[src/rtl/yarp_mem_arb_pkg.sv]
// Shared types for the YARP memory-port arbiter: FSM states, owners, the
// latched memory request, and the access-size encodings used by the load/store path.
package yarp_mem_arb_pkg;

    localparam logic [1:0] BYTE      = 2'b00;
    localparam logic [1:0] HALF_WORD = 2'b01;
    localparam logic [1:0] WORD      = 2'b11;

    typedef enum logic [1:0] {
        ARB_IDLE = 2'd0,
        ARB_REQ  = 2'd1,
        ARB_RSP  = 2'd2
    } arb_state_t;

    typedef enum logic {
        OWN_INSTR = 1'b0,
        OWN_DATA  = 1'b1
    } arb_owner_t;

    typedef struct packed {
        logic [31:0] addr;
        logic        wr;
        logic [1:0]  size;
        logic [31:0] wdata;
    } mem_req_t;

    // A fetch is always a word read with no write data.
    function automatic mem_req_t instr_to_mem(input logic [31:0] addr);
        mem_req_t r;
        r.addr  = addr;
        r.wr    = 1'b0;
        r.size  = WORD;
        r.wdata = 32'h0;
        return r;
    endfunction

endpackage

[src/rtl/yarp_arb2_pick.sv]
// Combinational two-requester picker: req[0] = fetch, req[1] = load/store.
// On a tie, data wins when DATA_PRIO is set, otherwise whoever was not served last wins.
module yarp_arb2_pick
    import yarp_mem_arb_pkg::*;
#(
    parameter bit DATA_PRIO = 1'b1
) (
    input  logic [1:0] req,
    input  arb_owner_t last_owner,
    output arb_owner_t winner,
    output logic       valid
);

    always_comb begin
        valid  = |req;
        winner = OWN_INSTR;
        if (req == 2'b11) begin
            if (DATA_PRIO)
                winner = OWN_DATA;
            else
                winner = (last_owner == OWN_INSTR) ? OWN_DATA : OWN_INSTR;
        end else if (req[1]) begin
            winner = OWN_DATA;
        end
    end

endmodule

[src/rtl/yarp_mem_arb.sv]
// Shares the single YARP memory port between instruction fetch and load/store.
// One outstanding transaction; grant and response are routed back to the owner only.
module yarp_mem_arb
    import yarp_mem_arb_pkg::*;
#(
    parameter bit          DATA_PRIO      = 1'b1,
    parameter int unsigned TIMEOUT_CYCLES = 255
) (
    input  logic        clk,
    input  logic        reset_n,

    input  logic        instr_req_i,
    input  logic [31:0] instr_addr_i,
    output logic        instr_gnt_o,
    output logic        instr_rvalid_o,
    output logic [31:0] instr_rdata_o,

    input  logic        data_req_i,
    input  logic [31:0] data_addr_i,
    input  logic        data_wr_i,
    input  logic [1:0]  data_byte_i,
    input  logic [31:0] data_wdata_i,
    output logic        data_gnt_o,
    output logic        data_rvalid_o,
    output logic [31:0] data_rdata_o,

    output logic        mem_req_o,
    output logic [31:0] mem_addr_o,
    output logic        mem_wr_o,
    output logic [1:0]  mem_byte_o,
    output logic [31:0] mem_wdata_o,
    input  logic        mem_gnt_i,
    input  logic        mem_rvalid_i,
    input  logic [31:0] mem_rdata_i,

    output logic        bus_err_o
);

    localparam logic [15:0] CNT_LAST = 16'(TIMEOUT_CYCLES - 1);

    arb_state_t  state;
    arb_owner_t  owner;
    arb_owner_t  last_owner;
    logic [15:0] cnt;

    arb_owner_t  pick_winner;
    logic        pick_valid;
    mem_req_t    pick_req;

    logic        in_req;
    logic        in_rsp;
    logic        gnt_fire;
    logic        rsp_timeout;
    logic        rsp_done;
    logic        launch;

    yarp_arb2_pick #(
        .DATA_PRIO (DATA_PRIO)
    ) u_pick (
        .req        ({data_req_i, instr_req_i}),
        .last_owner (last_owner),
        .winner     (pick_winner),
        .valid      (pick_valid)
    );

    always_comb begin
        pick_req = instr_to_mem(instr_addr_i);
        if (pick_winner == OWN_DATA) begin
            pick_req.addr  = data_addr_i;
            pick_req.wr    = data_wr_i;
            pick_req.size  = data_byte_i;
            pick_req.wdata = data_wdata_i;
        end
    end

    assign in_req      = (state == ARB_REQ);
    assign in_rsp      = (state == ARB_RSP);
    assign gnt_fire    = in_req && mem_gnt_i;
    assign rsp_timeout = in_rsp && !mem_rvalid_i && (cnt == CNT_LAST);
    assign rsp_done    = in_rsp && (mem_rvalid_i || rsp_timeout);
    // Re-arbitrating in the completion cycle gives back-to-back accesses
    // with mem_req_o high again the cycle right after the response.
    assign launch      = pick_valid && ((state == ARB_IDLE) || rsp_done);

    assign instr_gnt_o    = gnt_fire && (owner == OWN_INSTR);
    assign data_gnt_o     = gnt_fire && (owner == OWN_DATA);
    assign instr_rvalid_o = rsp_done && (owner == OWN_INSTR);
    assign data_rvalid_o  = rsp_done && (owner == OWN_DATA);
    assign instr_rdata_o  = (in_rsp && mem_rvalid_i && owner == OWN_INSTR) ? mem_rdata_i : 32'h0;
    assign data_rdata_o   = (in_rsp && mem_rvalid_i && owner == OWN_DATA)  ? mem_rdata_i : 32'h0;
    assign bus_err_o      = rsp_timeout;

    always_ff @(posedge clk) begin
        if (!reset_n) begin
            state       <= ARB_IDLE;
            owner       <= OWN_INSTR;
            last_owner  <= OWN_INSTR;
            cnt         <= 16'h0;
            mem_req_o   <= 1'b0;
            mem_addr_o  <= 32'h0;
            mem_wr_o    <= 1'b0;
            mem_byte_o  <= 2'b00;
            mem_wdata_o <= 32'h0;
        end else if (launch) begin
            state       <= ARB_REQ;
            owner       <= pick_winner;
            last_owner  <= pick_winner;
            mem_req_o   <= 1'b1;
            mem_addr_o  <= pick_req.addr;
            mem_wr_o    <= pick_req.wr;
            mem_byte_o  <= pick_req.size;
            mem_wdata_o <= pick_req.wdata;
        end else if (rsp_done) begin
            state <= ARB_IDLE;
        end else if (gnt_fire) begin
            state     <= ARB_RSP;
            mem_req_o <= 1'b0;
            cnt       <= 16'h0;
        end else if (in_rsp) begin
            cnt <= cnt + 16'd1;
        end
    end

endmodule

[config.mk]
export PLATFORM = sky130hd
export DESIGN_NAME = yarp_mem_arb
export DESIGN_NICKNAME = d
export VERILOG_FILES = /design/src/rtl/yarp_mem_arb_pkg.sv /design/src/rtl/yarp_arb2_pick.sv /design/src/rtl/yarp_mem_arb.sv
export SDC_FILE = /design/constraint.sdc
export NUM_CORES = 1
export LEC_CHECK = 0
export ABC_AREA = 1
export BUFFER_PORTS_ARGS = -buffer_cell sky130_fd_sc_hd__buf_2
export CORE_AREA = 2 2 107 109
export DETAILED_ROUTE_END_ITERATION = 7
export DIE_AREA = 0 0 109 111
export PLACE_DENSITY_LB_ADDON = 0.25
export SLEW_MARGIN = 40
export SYNTH_ARGS = -nofsm -noshare
export SYNTH_HDL_FRONTEND = slang
export SYNTH_SLANG_ARGS = --single-unit
[constraint.sdc]
create_clock -name clk -period 1.8 [get_ports clk]
set_input_delay 0.54 -clock clk [delete_from_list [all_inputs] [get_ports clk]]
set_output_delay 0.54 -clock clk [all_outputs]
set_load 0.02 [all_outputs]
==> qor.txt <==
=================================================================================================
Outcome                                                                              complete, but fails checks
Failing checks                                                                       negative setup slack
Area share of the largest cell type after synthesis                                         39.1%
Unrepaired setup endpoints after global routing                                              true
Number of setup violations in the final report                                                127
Dominant combinational cell family by area after synthesis                           simple AND/OR/NAND/NOR gates
Worst hold path cell count                                                                      3
Chip Height                                                                                111 µm
Time the final worst path needs with I/O delays and setup                                 2220 ps
Critical path launch point type                                                          register
P per Cell Area                                                                        688 nW/µm²
Number of distinct library cell variants in the gate-level netlist after synthesis             30
Number of violations reported at the end of detailed-routing iteration 0                      331
Class of the most critical setup path                                                  reg -> out
Fraction of final layout cells with drive strength greater than 1                           53.6%
Hold Vio Cnt, Final                                                                             0
Hold WC Path Type                                                                       in -> reg
Endpoint of the worst hold path                                                      mem_byte_o[1]
Remaining routing DRC violations                                                                0
Placement Rows                                                                                 39
Via count of the first global-routing pass                                                   5308
Setup slack of the most critical reg-to-reg path                                          -130 ps
Area share of fa/ha/maj cells after synthesis                                              0.561%
Xor/xnor share of the synthesized area                                                     0.196%
CTS tree                                                                                     done
Crit path arrival time                                                                    1680 ps
Wire length of the first global-routing pass                                             27300 µm
Clock network latency to the later pin of the worst-skew pair                              340 ps
Most common cell after layout, fill and taps aside                                          buf_2
Setup WS pre-CTS                                                                          -175 ps
Clock sink count                                                                               87
Largest area contributor in the netlist                                                   dfxtp_1
Fin worst setup slack                                                                     -423 ps
Post-synthesis share of cell area spent on and, or, nand and nor gates                      30.9%
Pin count of the biggest net entering global routing                                           41
Slew Limit Headroom                                                                         64.5%
Clock buffer count from CTS                                                                     9
Multiplexer fraction of the synthesized cell area                                           8.08%
Average wire length per cell after detail routing                                         16.9 µm
Starting density of the core                                                                40.3%
Portion of the clock cycle consumed by the worst path in the final layout                    124%
Leak Pwr                                                                               0.00384 µW
Cell chosen for the clock root                                                          clkbuf_16
Half-perimeter wire length after detailed placement                                      11300 µm
VDD IR-drop max                                                                          0.601 mV
Synth Area in Compound Gates                                                                11.2%
Post-synthesis net count                                                                      793
Routed WL                                                                                18900 µm
Core area                                                                               11100 µm²
Initial antenna violation count                                                                 6
Final count of pins violating max slew                                                          0
Clock-pin slew of the registers on the worst-case setup and hold paths                      60 ps
Via count                                                                                    5634
Number of filler instances in the final layout                                                875
Cell area after synthesis                                                                4460 µm²
CTS HTree Levels                                                                                3
Total congestion overflow                                                                       0
Non-filler instance count after layout                                                       1122
Post-route total power                                                                    5680 µW
Fin Clk Skew                                                                              9.65 ps
Top-level port count                                                                          274
Actual transition at the worst max-transition pin                                          533 ps
Maximum clock frequency                                                                   450 MHz
Global-route usage over all layers                                                          28.9%
Horiz. Die Dim                                                                             109 µm
CTS Buffer Depth                                                                                2
Biggest fanout along the worst timing path                                                      2
Share of the yosys chip area belonging to registers                                         39.1%
Layout Area Growth over Synthesis                                                           84.8%
Post-Synthesis Cells                                                                          654
Max_cap viols                                                                                   0
Yosys reg bits                                                                                 87
Synthesis warning total                                                                         0
Number of buffers added on ports                                                              273
Length in cells of the worst reg-to-reg path                                                   14
Worst reg2reg startpoint                                                                   cnt[0]
Worst endpoint required time                                                              1260 ps
Syn_area_per_cell                                                                        6.82 µm²
First-pass DRT Iterations                                                                       5
Inst Count DP                                                                                1074
Post-DR vias/cell                                                                            5.02
Detail Route Antenna Nets                                                                       0
Kind of end point of the critical path                                                output port
Commonest non-fill, non-tap cells in the layout                                      buf_2, nor2_1, nand2_1
Worst reg2reg endpoint                                                               mem_wdata_o[7]
Origin of the worst min-delay path                                                   data_byte_i[1]
Full die area                                                                           12100 µm²
Accumulated negative setup slack                                                        -17010 ps
Routability congestion estimate                                                             0.841
Most area-consuming cells after synthesis                                            dfxtp_1, nor2_1, mux2_2
Final net count                                                                              1107
=================================================================================================
layer usage:
layer / GRT usage (%) / wire (µm) / up-vias
met5: 0 / 0 / -
met4: 17.0 / 709 / 0
met3: 8.00 / 1270 / 44
met2: 47.6 / 9560 / 237
met1: 33.0 / 7400 / 2622
li1: - / - / 2731
flip-flops by register name, indices dropped and copies added, names as in the netlist:
| register | flops |
|---|---|
| mem_req_o | 1 |
| cnt | 16 |
| mem_wdata_o | 32 |
| mem_byte_o | 2 |
| owner | 1 |
| mem_wr_o | 1 |
| mem_addr_o | 32 |
| state | 2 |
how the worst max path moves through the flow:
stage	from	end	slack (ps)	cells past startpoint
2_1_floorplan	mem_rvalid_i	data_rdata_o[10]	-130	5
3_3_place_gp	mem_rvalid_i	instr_rvalid_o	-160	9
3_5_place_dp	mem_rvalid_i	instr_rvalid_o	-180	9
4_1_cts	cnt[11]	bus_err_o	-390	5
5_1_grt	cnt[0]	instr_rvalid_o	-500	11
6_report	cnt[0]	instr_rvalid_o	-420	11
layout make-up:
type / count / area (µm²) / share of cell area (%)
clock inverters: 6 / 53.8 / 0.653
repair buffers: 343 / 2780 / 33.8
flip-flops and latches: 87 / 1760 / 21.3
multi-input cells: 466 / 2970 / 36.1
inverters: 61 / 253 / 3.07
clock buffers: 10 / 229 / 2.78
diodes: 6 / 15.0 / 0.182
well taps: 143 / 179 / 2.17
worst max-delay path: stages, from the launching register on:
cell	delay, ps
dfxtp_2	320
inv_2	60
ha_4	120
inv_2	40
nor2_4	120
nand2_2	60
nor2_2	130
nand3_2	100
nand2_2	90
inv_2	60
nor2_2	110
buf_6	140
cell usage after synthesis, drive strengths merged:
| cell type | instances |
|---|---|
| nor2 | 168 |
| nand2 | 94 |
| dfxtp | 87 |
| inv | 60 |
| a21oi | 58 |
| nand3 | 58 |
| o21ai | 37 |
| mux2 | 32 |
| clkbuf | 21 |
| buf | 20 |
| nand4 | 5 |
| nor3 | 5 |
| ha | 2 |
| a41oi | 1 |
| clkinv | 1 |
| nor4 | 1 |
| o2111ai | 1 |
| o21a | 1 |
| or2 | 1 |
| xor2 | 1 |
where the power goes:
part           switching (µW)  internal [µW]
Clock                     814            961
Sequential               83.9           2090
Combinational             971            758
Total                    1870           3810
what timing repair did:
item | CTS | global route
cloned | 6 | 10
pin swaps | 3 | 16
setup endpoints to repair | 70 | 155
setup buffers | 8 | 5
hold buffers | 0 | 0
resized for setup | 251 | 121
cell families after synthesis:
group,after synthesis
simple gates,332
buf+inv,102
compound gates,98
flops,87
mux,32
fa+ha+maj,2
xor+xnor,1
through the flow:
step           utilization, %  cell area, µm²  hold WS, ps
2_1_floorplan               -            4540          458
5_1_grt                  74.4            8240          459
4_1_cts                  69.4            7690          446
3_3_place_gp             57.2            6330          444
3_5_place_dp             57.2            6330          450
6_report                 74.4            8240          430
Power figures use the tool's default switching activity.
